<file path="src/rtl/bus_master.sv">
// bus_master
//
// Single-outstanding 68000-style bus initiator. Converts one valid/ready
// request from an on-chip agent into one asynchronous bus cycle:
// ADDR (address/rw/data set-up), STROBE (as/uds/lds asserted until dtack,
// berr or watchdog), RELEASE (strobes dropped, one-cycle response pulse).
//
// Optional feature macro: BUS_MASTER_WATCHDOG_EN
//   defined   -> STROBE is aborted after TIMEOUT cycles without
//                acknowledge and the response carries o_resp_timeout=1.
//   undefined -> no watchdog; STROBE waits indefinitely for dtack or berr,
//                o_resp_timeout is tied low and TIMEOUT has no effect.
//
// Parameters:
//   ADDR_W   word address width (A23..A1)
//   TIMEOUT  STROBE cycles without acknowledge before abort (>= 1)
//
// Ports (all strobes, dtack and berr active-high):
//   i_clk, i_reset      clock, synchronous active-high reset
//   i_req_valid         request present
//   o_req_ready         high only in IDLE (and not in reset)
//   i_req_write         1 = write, 0 = read
//   i_req_addr          word address
//   i_req_wdata         write data
//   i_req_be            byte enables, [1] = upper (uds), [0] = lower (lds)
//   o_resp_valid        one-cycle completion pulse
//   o_resp_rdata        read data, updated only on successful reads
//   o_resp_berr         cycle ended by berr or illegal request
//   o_resp_timeout      cycle ended by watchdog
//   o_bus_addr          bus address
//   o_bus_rw            1 = read
//   o_bus_as/uds/lds    address and data strobes
//   o_bus_dout          write data
//   o_bus_dout_en       data bus drive enable
//   i_bus_din           read data
//   i_dtack, i_berr     responder acknowledge and bus error

module bus_master #(
  parameter int ADDR_W  = 23,
  parameter int TIMEOUT = 255
) (
  input  logic              i_clk,
  input  logic              i_reset,
  input  logic              i_req_valid,
  output logic              o_req_ready,
  input  logic              i_req_write,
  input  logic [ADDR_W-1:0] i_req_addr,
  input  logic [15:0]       i_req_wdata,
  input  logic [1:0]        i_req_be,
  output logic              o_resp_valid,
  output logic [15:0]       o_resp_rdata,
  output logic              o_resp_berr,
  output logic              o_resp_timeout,
  output logic [ADDR_W-1:0] o_bus_addr,
  output logic              o_bus_rw,
  output logic              o_bus_as,
  output logic              o_bus_uds,
  output logic              o_bus_lds,
  output logic [15:0]       o_bus_dout,
  output logic              o_bus_dout_en,
  input  logic [15:0]       i_bus_din,
  input  logic              i_dtack,
  input  logic              i_berr
);

  typedef enum logic [1:0] {
    S_IDLE    = 2'd0,
    S_ADDR    = 2'd1,
    S_STROBE  = 2'd2,
    S_RELEASE = 2'd3
  } state_t;

  state_t            r_state;
  logic [ADDR_W-1:0] r_bus_addr;
  logic              r_bus_rw;
  logic              r_bus_as;
  logic              r_bus_uds;
  logic              r_bus_lds;
  logic [15:0]       r_bus_dout;
  logic              r_bus_dout_en;
  logic [1:0]        r_be;
  logic              r_resp_valid;
  logic              r_resp_berr;
  logic [15:0]       r_resp_rdata;
  logic              w_timeout_hit;

  // A TIMEOUT below 1 has no meaning; this block exists only so an illegal
  // value is visible in the elaborated hierarchy.
  if (TIMEOUT < 1) begin : g_timeout_out_of_range
  end

`ifdef BUS_MASTER_WATCHDOG_EN
  localparam int WDOG_W = $clog2(TIMEOUT + 1);

  logic [WDOG_W-1:0] r_wdog;
  logic [WDOG_W-1:0] w_wdog_inc;
  logic              r_resp_timeout;

  // The counter holds (STROBE cycles already completed), so the abort is
  // decided in the TIMEOUT-th STROBE cycle, when the incremented value
  // reaches TIMEOUT.
  assign w_wdog_inc    = r_wdog + 1'b1;
  assign w_timeout_hit = (w_wdog_inc == WDOG_W'(TIMEOUT));

  always_ff @(posedge i_clk) begin
    if (i_reset) begin
      r_wdog <= '0;
    end else if (r_state == S_ADDR) begin
      r_wdog <= '0;
    end else if (r_state == S_STROBE) begin
      r_wdog <= w_wdog_inc;
    end
  end

  // Timeout only when neither berr nor dtack terminated the same cycle.
  always_ff @(posedge i_clk) begin
    if (i_reset) begin
      r_resp_timeout <= 1'b0;
    end else begin
      r_resp_timeout <= (r_state == S_STROBE) && !i_berr && !i_dtack && w_timeout_hit;
    end
  end

  assign o_resp_timeout = r_resp_timeout;
`else
  assign w_timeout_hit  = 1'b0;
  assign o_resp_timeout = 1'b0;
`endif

  always_ff @(posedge i_clk) begin
    if (i_reset) begin
      r_state       <= S_IDLE;
      r_bus_addr    <= '0;
      r_bus_rw      <= 1'b1;
      r_bus_as      <= 1'b0;
      r_bus_uds     <= 1'b0;
      r_bus_lds     <= 1'b0;
      r_bus_dout    <= '0;
      r_bus_dout_en <= 1'b0;
      r_be          <= 2'b00;
      r_resp_valid  <= 1'b0;
      r_resp_berr   <= 1'b0;
      r_resp_rdata  <= '0;
    end else begin
      case (r_state)
        S_IDLE: begin
          if (i_req_valid) begin
            if (i_req_be == 2'b00) begin
              // Illegal request: complete with an error without touching
              // the bus at all (address and rw keep their previous values).
              r_state      <= S_RELEASE;
              r_resp_valid <= 1'b1;
              r_resp_berr  <= 1'b1;
            end else begin
              r_state       <= S_ADDR;
              r_bus_addr    <= i_req_addr;
              r_bus_rw      <= ~i_req_write;
              r_be          <= i_req_be;
              r_bus_dout_en <= i_req_write;
              if (i_req_write) begin
                r_bus_dout <= i_req_wdata;
              end
            end
          end
        end

        S_ADDR: begin
          // Address set-up cycle; acknowledges are deliberately ignored.
          r_state   <= S_STROBE;
          r_bus_as  <= 1'b1;
          r_bus_uds <= r_be[1];
          r_bus_lds <= r_be[0];
        end

        S_STROBE: begin
          // Priority: berr, then dtack, then watchdog.
          if (i_berr || i_dtack || w_timeout_hit) begin
            r_state      <= S_RELEASE;
            r_bus_as     <= 1'b0;
            r_bus_uds    <= 1'b0;
            r_bus_lds    <= 1'b0;
            r_resp_valid <= 1'b1;
            r_resp_berr  <= i_berr;
            if (!i_berr && i_dtack && r_bus_rw) begin
              r_resp_rdata <= i_bus_din;
            end
          end
        end

        S_RELEASE: begin
          // Address and dout stay held; the bus returns to its idle
          // direction (read, not driving) as we go back to IDLE.
          r_state       <= S_IDLE;
          r_resp_valid  <= 1'b0;
          r_resp_berr   <= 1'b0;
          r_bus_dout_en <= 1'b0;
          r_bus_rw      <= 1'b1;
        end

        default: begin
          r_state <= S_IDLE;
        end
      endcase
    end
  end

  assign o_req_ready   = (r_state == S_IDLE) && !i_reset;
  assign o_resp_valid  = r_resp_valid;
  assign o_resp_rdata  = r_resp_rdata;
  assign o_resp_berr   = r_resp_berr;
  assign o_bus_addr    = r_bus_addr;
  assign o_bus_rw      = r_bus_rw;
  assign o_bus_as      = r_bus_as;
  assign o_bus_uds     = r_bus_uds;
  assign o_bus_lds     = r_bus_lds;
  assign o_bus_dout    = r_bus_dout;
  assign o_bus_dout_en = r_bus_dout_en;

endmodule

</file>
<file path="config.mk">
export PLATFORM = sky130hd
export DESIGN_NAME = bus_master
export DESIGN_NICKNAME = d
export VERILOG_FILES = /design/src/rtl/bus_master.sv
export SDC_FILE = /design/constraint.sdc
export NUM_CORES = 1
export LEC_CHECK = 0
export ABC_AREA = 1
export BUFFER_PORTS_ARGS = -buffer_cell sky130_fd_sc_hd__buf_2
export CAP_MARGIN = 20
export CORE_UTILIZATION = 25
export DETAILED_ROUTE_END_ITERATION = 8
export PLACE_DENSITY_LB_ADDON = 0.08
export SETUP_SLACK_MARGIN = 0.5
export SYNTH_ARGS = -nofsm -noshare
export SYNTH_HDL_FRONTEND = slang
export SYNTH_SLANG_ARGS = --single-unit
</file>
<file path="constraint.sdc">
create_clock -name i_clk -period 1.58 [get_ports i_clk]
set_input_delay 0.158 -clock i_clk [delete_from_list [all_inputs] [get_ports i_clk]]
set_output_delay 0.158 -clock i_clk [all_outputs]
set_load 0.05 [all_outputs]
</file>
; ---- Yosys cells after proc, flatten, opt, wreduce, memory -nomap -nowiden
; Cells that the tools add are included.
[word_totals]
reg_bits = 66
in_bits = 63
out_inout_bits = 64
word_cells = 59
[classes]
eq_ne = 7
mux = 20
n_bitwise = 2
reduce_logical = 18
[op_table]
columns = cell, n
row1 = case mux 1 bit (2 select lines), 5
row2 = two-way mux 1 bit, 9
row3 = AND reduction 3 bit, 3
row4 = inequality test 2 bit (second input constant), 4
row5 = case mux 2 bit (4 select lines), 1
row6 = AND reduction 4 bit, 2
row7 = two-way mux 2 bit, 3
row8 = case mux 1 bit (3 select lines), 2
row9 = equality test 2 bit (second input constant), 2
row10 = zero test 2 bit, 2
row11 = AND reduction 2 bit, 2
row12 = nonzero test 2 bit, 2
row13 = logical AND 1 bit, 3
row14 = nonzero test 3 bit, 1
row15 = equality test 2 x 1 -> 1 bit (second input constant), 1
row16 = zero test 1 bit, 2
row17 = inverter 1 bit, 2
row18 = logical OR 1 bit, 1

; ---- Longest topological paths before layout
; Gate-level depths: netlist of the first run.
[logic_depth]
depth_word = 4
ltp_mapped = 8
mapped_depth_nobuf = 8

; ---- Worst setup path after synthesis of the first run
; Ideal clock, no wire load.
[synth_timing]
path_kind = reg2out
start = reg r_state[0]
end = out o_req_ready
arrival_time_ps = 1445
slack_ps = -23
stages_incl_launch_ff = 5
path_buffers = 0
cell_sequence = dfxtp_1 > inv_1 > ha_1 > inv_1 > nor2_1
[synth_between]
elab_chain_len = 2
[synth_lines]
columns = item, line
row1 = "start, declared", 73  ; state_t r_state;
row2 = "start signal, assigned", 132  ; r_state <= S_IDLE;
row3 = "start signal, assigned", 151  ; r_state <= S_RELEASE;
row4 = "start signal, assigned", 155  ; r_state <= S_ADDR;
row5 = zero test 2 bit, 207  ; assign o_req_ready = (r_state == S_IDLE) && !i_reset;
row6 = logical AND 1 bit, 207
row7 = "end, declared", 45  ; output logic o_req_ready,
; No other way between the ends.

; ---- Worst setup path after layout of the first run
[layout_timing]
start = reg r_state[1]
end = out o_req_ready
; Same word-level chain as after synthesis.

==> flow_metrics.py, run 1 <==
metrics = {
    "drt": {
        "route.detailed.vias_per_inst": 4.27,
        "first_iter_violations": 68,
        "antenna_left": 0,
        "drt_drc_violations_left": 0,
        "via_count": 2775,
        "drt-wirelength-per-cell_um": 12.6,
        "length_of_the_first_detailed_routing_pass_in_iterations": 4,
        "routed_wire_length_um": 8200,
    },
    "sta": {
        "final.setup_skew_ps": 10.1,
        "finalCritPeriodShare_pct": 87.4,
        "hold_vio_cnt_final": 0,
        "grt_setup_unrepaired": "yes",
        "timing_max_transition_violations_final": 0,
        "finalSetupTns_ps": 0,
        "fmaxAchievable_mhz": 724,
        "setup_ws_ps": 199,
        "fin_crit_ps": 1380,
        "setup_violations": 0,
    },
    "global_route": {
        "grt_first_pass_wirelength_um": 12400,
        "grt_util_all_layers_pct": 14.4,
        "grt_start_max_net_pins": 33,
        "grt_remaining_overflow": 0,
        "grt_pass1_vias": 2553,
        "grt_antenna_before_repair": 0,
    },
    "hold_path": {
        "hold_path_startpoint": "i_bus_din[9]",
        "worst_hold_path.num_cells": 3,
        "min_delay_worst_endpoint": "o_resp_rdata[9]",
        "worstHoldPathType": "in -> reg",
    },
    "final_layout": {
        "flow.area_growth_from_synthesis_pct": 82.9,
        "inserted_diodes": 0,
        "fin_nets": 577,
        "post-route-cell-area_um2": 4820,
        "layout.cells.non_filler": 650,
        "post_route_cells_drive_above_1_share_pct": 55.8,
    },
    "critical_path": {
        "startpoint_type": "flip-flop",
        "critical_path_endpoint_category": "output port",
        "regToRegSetupSlack_ps": 210,
        "cpMostUsedCell": "sky130_fd_sc_hd__inv_4",
        "crit-reg2reg-launch": "r_state[0]",
        "r2r-end": "o_resp_berr",
        "timing_worst_setup_path_type": "reg -> out",
        "worst-r2r-cell-count": 10,
        "required_worst_endpoint_ps": 1420,
        "cell_with_the_biggest_individual_delay_on_the_critical_path": "sky130_fd_sc_hd__dfxtp_4",
        "path_max_fanout": 3,
        "max_stage_delay_ps": 360,
        "arrival_ps": 1220,
        "crit_path_cell_trace": "inv_4, ha_4, inv_4, nor2_4, buf_8",
    },
    "cts": {
        "clockBufferDepth": 2,
        "clock_insertion_delay_worst_skew_ps": 350,
        "cts_buffers": 9,
        "cts.htree.levels": 3,
        "clock_sinks": 66,
        "path_clk_slew_ps": 80,
        "cts_root_buf": "sky130_fd_sc_hd__clkbuf_8",
        "cts_tree": "built",
    },
    "floorplanning": {
        "die_height_um": 105,
        "starting_density_of_the_core_pct": 25.6,
        "core_area_um2": 10300,
        "boundaryPins": 127,
        "die_width_um": 105,
        "design.die.area_um2": 10900,
        "std_cell_rows": 37,
    },
    "yosys": {
        "synth_enable_flop_cells": 0,
        "synth_most_common_cell": "sky130_fd_sc_hd__nand2_1",
        "synth.yosys.warnings": 0,
        "synth_top_flop_cell": "sky130_fd_sc_hd__dfxtp_1",
        "ys_types": 23,
        "top_cell_types_by_occurrence_after_synthesis": "99 x sky130_fd_sc_hd__nand2_1, 75 x sky130_fd_sc_hd__nor2_1, 66 x sky130_fd_sc_hd__dfxtp_1",
        "synth_top_area_share_pct": 50.2,
        "post-synth-top-area-cell": "sky130_fd_sc_hd__dfxtp_1",
        "synth.area.top_cells": "sky130_fd_sc_hd__dfxtp_1 50%, sky130_fd_sc_hd__nand2_1 14%, sky130_fd_sc_hd__nor2_1 11%",
        "post_synthesis_register_bit_count": 66,
        "post_synth.cell_area_avg_um2": 7.34,
        "post_synth_instance_area_um2": 2630,
        "ys_async_sr_fraction_pct": 0,
        "synth.net_count": 427,
        "syn-instance-count": 359,
        "yosysSeqAreaShare_pct": 50.2,
    },
    "power_and_ir_drop": {
        "total_leakage_power_nw": 2.24,
        "total_design_power_mw": 5.76,
        "worst_ir_drop_vdd_mv": 0.713,
        "pwr_density_cell_nw_per_um2": 1200,
    },
    "place": {
        "port_buffers": 125,
        "hpwl_um": 4820,
        "dpl-instance-area_um2": 3400,
        "setup_slack_after_placement_ps": 123,
        "dpl.cell_count": 609,
        "place_congestion": 0.729,
    },
    "outcome": {
        "outcome": "completed",
    },
    "run": {
        "max_cap_viol_count": 0,
    },
}
## cell type report
type | count | area, um^2
clock buffers | 10 | 138
clock inverters | 6 | 66.3
fillers | 1042 | 5460
inverters | 32 | 143
multi-input cells | 244 | 1520
flip-flops and latches | 66 | 1360
well taps | 136 | 170
repair buffers | 153 | 1370
repair inverters | 3 | 48.8
## power breakdown
part | switching (mW) | leakage (nW) | internal (mW)
registers | 0.124 | 0.547 | 1.84
clock network | 0.705 | 0.0945 | 0.771
logic | 1.36 | 1.60 | 0.959
total | 2.19 | 2.24 | 3.57
## critical path, delay by kind of cell (launching register included)
kind / cells / cell delay [ps]
buffers and inverters: 3 / 260
adders and majority gates: 1 / 160
and+or+nand+nor: 1 / 100
DFF: 1 / 360
## cell families after synthesis
family / count (synthesis) / synth area share, %
and+or+nand+nor: 184 / 28.1
DFF: 66 / 50.2
AOI/OAI and AO/OA: 54 / 10.5
buffers and inverters: 49 / 8.74
adders and majority gates: 5 / 2.38
other: 1 / 0.142
## worst max-delay path by stage
stage	startpoint	endpoint	cells past startpoint
3_5_place_dp	r_state[1]	o_bus_addr[12]	6
5_1_grt	r_state[0]	o_resp_berr	10
6_report	r_state[1]	o_req_ready	5
2_1_floorplan	r_state[1]	o_bus_dout[12]	8
3_3_place_gp	r_state[1]	r_be[1]	6
4_1_cts	r_state[0]	o_req_ready	5
## sequential cells by signal, summed over array words and instances (netlist names)
signal / cells
o_bus_addr: 23
o_bus_as: 1
o_bus_dout: 16
o_bus_dout_en: 1
o_bus_lds: 1
o_bus_rw: 1
o_bus_uds: 1
o_resp_berr: 1
o_resp_rdata: 16
o_resp_valid: 1
r_be: 2
r_state: 2
## repair_timing
| item | 4_1_cts | 5_1_grt |
|---|---|---|
| endpoints found under the setup margin | 129 | 111 |
| hold buffers | 0 | 0 |
| pin swaps | 20 | 22 |
| gates cloned | 5 | 4 |
| resized for setup | 131 | 168 |
| setup buffers | 14 | 2 |
## layer usage
layer / vias up / part of all wire, % / global-route usage (%)
li1: 1417 / - / -
met1: 1251 / 43 / 17.2
met2: 94 / 48 / 24.2
met3: 13 / 6.9 / 4.74
met4: 0 / 1.6 / 5.13
met5: - / 0 / 0
## cells in the final DEF (no fill, tap or decap), types with 3 or more instances in the layout
master / netlist / final
sky130_fd_sc_hd__a21oi_1: 31 / 13
sky130_fd_sc_hd__nor2_4: 1 / 6
sky130_fd_sc_hd__nor2_1: 75 / 69
sky130_fd_sc_hd__clkbuf_16: 0 / 3
sky130_fd_sc_hd__inv_4: 0 / 4
sky130_fd_sc_hd__buf_8: 0 / 3
sky130_fd_sc_hd__ha_4: 0 / 3
sky130_fd_sc_hd__clkbuf_8: 0 / 10
sky130_fd_sc_hd__inv_1: 31 / 26
sky130_fd_sc_hd__dfxtp_2: 0 / 18
sky130_fd_sc_hd__buf_2: 1 / 62
sky130_fd_sc_hd__o21ai_1: 0 / 13
sky130_fd_sc_hd__buf_4: 2 / 29
sky130_fd_sc_hd__nand2_1: 99 / 55
sky130_fd_sc_hd__nand2_2: 1 / 21
sky130_fd_sc_hd__a21oi_2: 0 / 17
sky130_fd_sc_hd__dfxtp_4: 0 / 3
sky130_fd_sc_hd__clkinvlp_4: 0 / 3
sky130_fd_sc_hd__buf_12: 0 / 7
sky130_fd_sc_hd__dfxtp_1: 66 / 45
sky130_fd_sc_hd__o21ai_2: 0 / 7
sky130_fd_sc_hd__nand2_4: 0 / 24
sky130_fd_sc_hd__buf_6: 5 / 47
## stage by stage
stage / hold slack, ps / util (%)
4_1_cts: 30.1 / 40.9
3_3_place_gp: 407 / 33.1
6_report: 39.1 / 46.9
2_1_floorplan: 229 / -
3_5_place_dp: 413 / 33.1
5_1_grt: 31.2 / 46.9
Note: power is estimated with default switching activity, not from simulation.
==> run 2, diff against run 1 <==
--- a/config.mk
+++ b/config.mk
@@ -8,7 +8,8 @@
 export ABC_AREA = 1
 export BUFFER_PORTS_ARGS = -buffer_cell sky130_fd_sc_hd__buf_2
 export CAP_MARGIN = 20
-export CORE_UTILIZATION = 25
+export CORE_UTILIZATION = 46
+export CTS_BUF_LIST = sky130_fd_sc_hd__clkbuf_8 sky130_fd_sc_hd__clkbuf_16
 export DETAILED_ROUTE_END_ITERATION = 8
 export PLACE_DENSITY_LB_ADDON = 0.08
 export SETUP_SLACK_MARGIN = 0.5
==> flow_metrics.py, run 2 (synthesized netlist as in run 1, its figures left out) <==
metrics = {
    "sta": {
        "hold_vio_cnt_final": 0,
        "grt_setup_unrepaired": "yes",
        "final.setup_skew_ps": 7.36,
        "finalSetupTns_ps": 0,
        "finalCritPeriodShare_pct": 90.8,
        "fmaxAchievable_mhz": 697,
        "fin_crit_ps": 1440,
        "setup_ws_ps": 145,
        "timing_max_transition_violations_final": 0,
        "setup_violations": 0,
    },
    "place": {
        "hpwl_um": 4010,
        "setup_slack_after_placement_ps": 175,
        "place_congestion": 0.820,
        "port_buffers": 125,
    },
    "floorplanning": {
        "design.die.area_um2": 6030,
        "core_area_um2": 5510,
        "boundaryPins": 127,
        "starting_density_of_the_core_pct": 47.8,
        "std_cell_rows": 27,
        "die_width_um": 77.7,
        "die_height_um": 77.7,
    },
    "cts": {
        "cts.htree.levels": 3,
        "cts_buffers": 9,
        "path_clk_slew_ps": 70,
        "clock_insertion_delay_worst_skew_ps": 330,
        "clock_sinks": 66,
        "cts_tree": "built",
        "cts_root_buf": "sky130_fd_sc_hd__clkbuf_8",
        "ctsHoldBuffers": 0,
        "clockBufferDepth": 2,
    },
    "power_and_ir_drop": {
        "pwr_density_cell_nw_per_um2": 1260,
        "comb_power_share_pct": 39.5,
        "seqPwrFrac_pct": 34.9,
        "clock_power_share_pct": 25.6,
        "total_leakage_power_nw": 2.13,
        "internal_power_mw": 3.55,
        "switching_share_of_total_power_pct": 37.0,
        "worst_ir_drop_vdd_mv": 0.878,
        "netSwitchingPower_mw": 2.08,
    },
    "drt": {
        "length_of_the_first_detailed_routing_pass_in_iterations": 4,
        "first_iter_violations": 104,
        "via_count": 2799,
        "route.detailed.vias_per_inst": 4.80,
        "drt-wirelength-per-cell_um": 13.8,
        "drt_drc_violations_left": 0,
        "antenna_left": 0,
        "routed_wire_length_um": 8050,
    },
    "critical_path": {
        "r2r-end": "o_resp_berr",
        "max_stage_delay_ps": 360,
        "timing_worst_setup_path_type": "reg -> reg",
        "critical_path_endpoint_category": "flip-flop",
        "required_worst_endpoint_ps": 1800,
        "cell_with_the_biggest_individual_delay_on_the_critical_path": "sky130_fd_sc_hd__dfxtp_2",
        "crit-reg2reg-launch": "r_state[1]",
        "worst-r2r-cell-count": 10,
        "crit_path_cell_trace": "inv_2, ha_4, inv_4, buf_6, buf_6, nor2_4, a21oi_4, nand3_1, nand2_1, nor2_1",
        "cp.buffers_inverters": 4,
        "startpoint_type": "flip-flop",
        "regToRegSetupSlack_ps": 140,
        "arrival_ps": 1650,
        "path_max_fanout": 3,
        "critPathTopFamily": "flip-flops",
        "cpMostUsedCell": "sky130_fd_sc_hd__buf_6",
    },
    "final_layout": {
        "largest_register_ff_count": 23,
        "flow.area_growth_from_synthesis_pct": 69.4,
        "post_route_cells_drive_above_1_share_pct": 48.9,
        "fin_nets": 575,
        "inserted_diodes": 0,
        "mostFrequentLayoutCells": "73 x sky130_fd_sc_hd__nand2_1, 72 x sky130_fd_sc_hd__nor2_1, 63 x sky130_fd_sc_hd__buf_2",
        "layout_commonest_cell": "sky130_fd_sc_hd__nand2_1",
    },
    "global_route": {
        "grt_remaining_overflow": 0,
        "grt_first_pass_wirelength_um": 11700,
        "grt_util_all_layers_pct": 24.5,
        "grt_pass1_vias": 2602,
        "grt_start_max_net_pins": 36,
        "grt_antenna_before_repair": 0,
    },
    "hold_path": {
        "min_delay_worst_endpoint": "o_bus_addr[1]",
        "worst_hold_path.num_cells": 3,
        "worstHoldPathType": "in -> reg",
        "hold_path_startpoint": "i_req_addr[1]",
    },
    "run": {
        "max_cap_viol_count": 0,
    },
    "outcome": {
        "outcome": "completed",
    },
}
run 2: worst min-delay path: stages:
cell and delay [ps]:
sky130_fd_sc_hd__buf_2 90, sky130_fd_sc_hd__nand2_1 50, sky130_fd_sc_hd__a21oi_1 50
run 2: area by class of cell:
type / instances / area [um^2]
multi-input cells: 246 / 1490
flip-flops and latches: 66 / 1340
repair buffers: 149 / 1160
fillers: 345 / 1050
clock buffers: 12 / 165
inverters: 32 / 145
well taps: 72 / 90.1
clock inverters: 3 / 38.8
repair inverters: 3 / 33.8
run 2: metal layers:
| layer | GRT usage, % | part of all wire (%) | vias up |
|---|---|---|---|
| met2 | 44.0 | 52 | 102 |
| met5 | 0 | 0 | - |
| met3 | 5.41 | 6.0 | 22 |
| met1 | 28.3 | 40 | 1265 |
| met4 | 9.06 | 2.6 | 0 |
| li1 | - | - | 1410 |
run 2: worst max path at each step:
stage	start	to	slack, ps	cells after the start
2_1_floorplan	r_state[1]	o_bus_dout[12]	330	8
3_3_place_gp	r_state[0]	o_resp_rdata[1]	240	6
3_5_place_dp	r_state[0]	o_resp_rdata[5]	170	6
4_1_cts	r_state[0]	o_req_ready	210	5
5_1_grt	r_state[1]	r_state[0]	90	8
6_report	r_state[1]	o_resp_berr	140	10
run 2: metrics by stage:
step	hold slack [ps]	cell area, um^2	power [mW]	util [%]	instances
2_1_floorplan	229	2680	3.06	-	359
3_3_place_gp	406	3310	3.36	60.1	544
3_5_place_dp	413	3310	3.37	60.1	544
4_1_cts	61.1	4080	5.34	74.1	578
5_1_grt	67.0	4460	5.89	81.0	583
6_report	67.1	4460	5.64	81.0	583
run 2: power groups by stage:
stage	Sequential (mW)	Clock, mW	Combinational [mW]
floorplan	2.46	0	0.592
global placement	1.95	0	1.41
detailed placement	1.95	0	1.42
CTS	1.93	1.46	1.95
global route	1.98	1.54	2.37
finish	1.97	1.44	2.23
run 2: repair_timing:
item / 4_1_cts / 5_1_grt
setup endpoints to repair: 120 / 85
gates resized for setup: 115 / 91
gates cloned: 5 / 4
pin swaps: 23 / 20
buffers inserted: 14 / 1
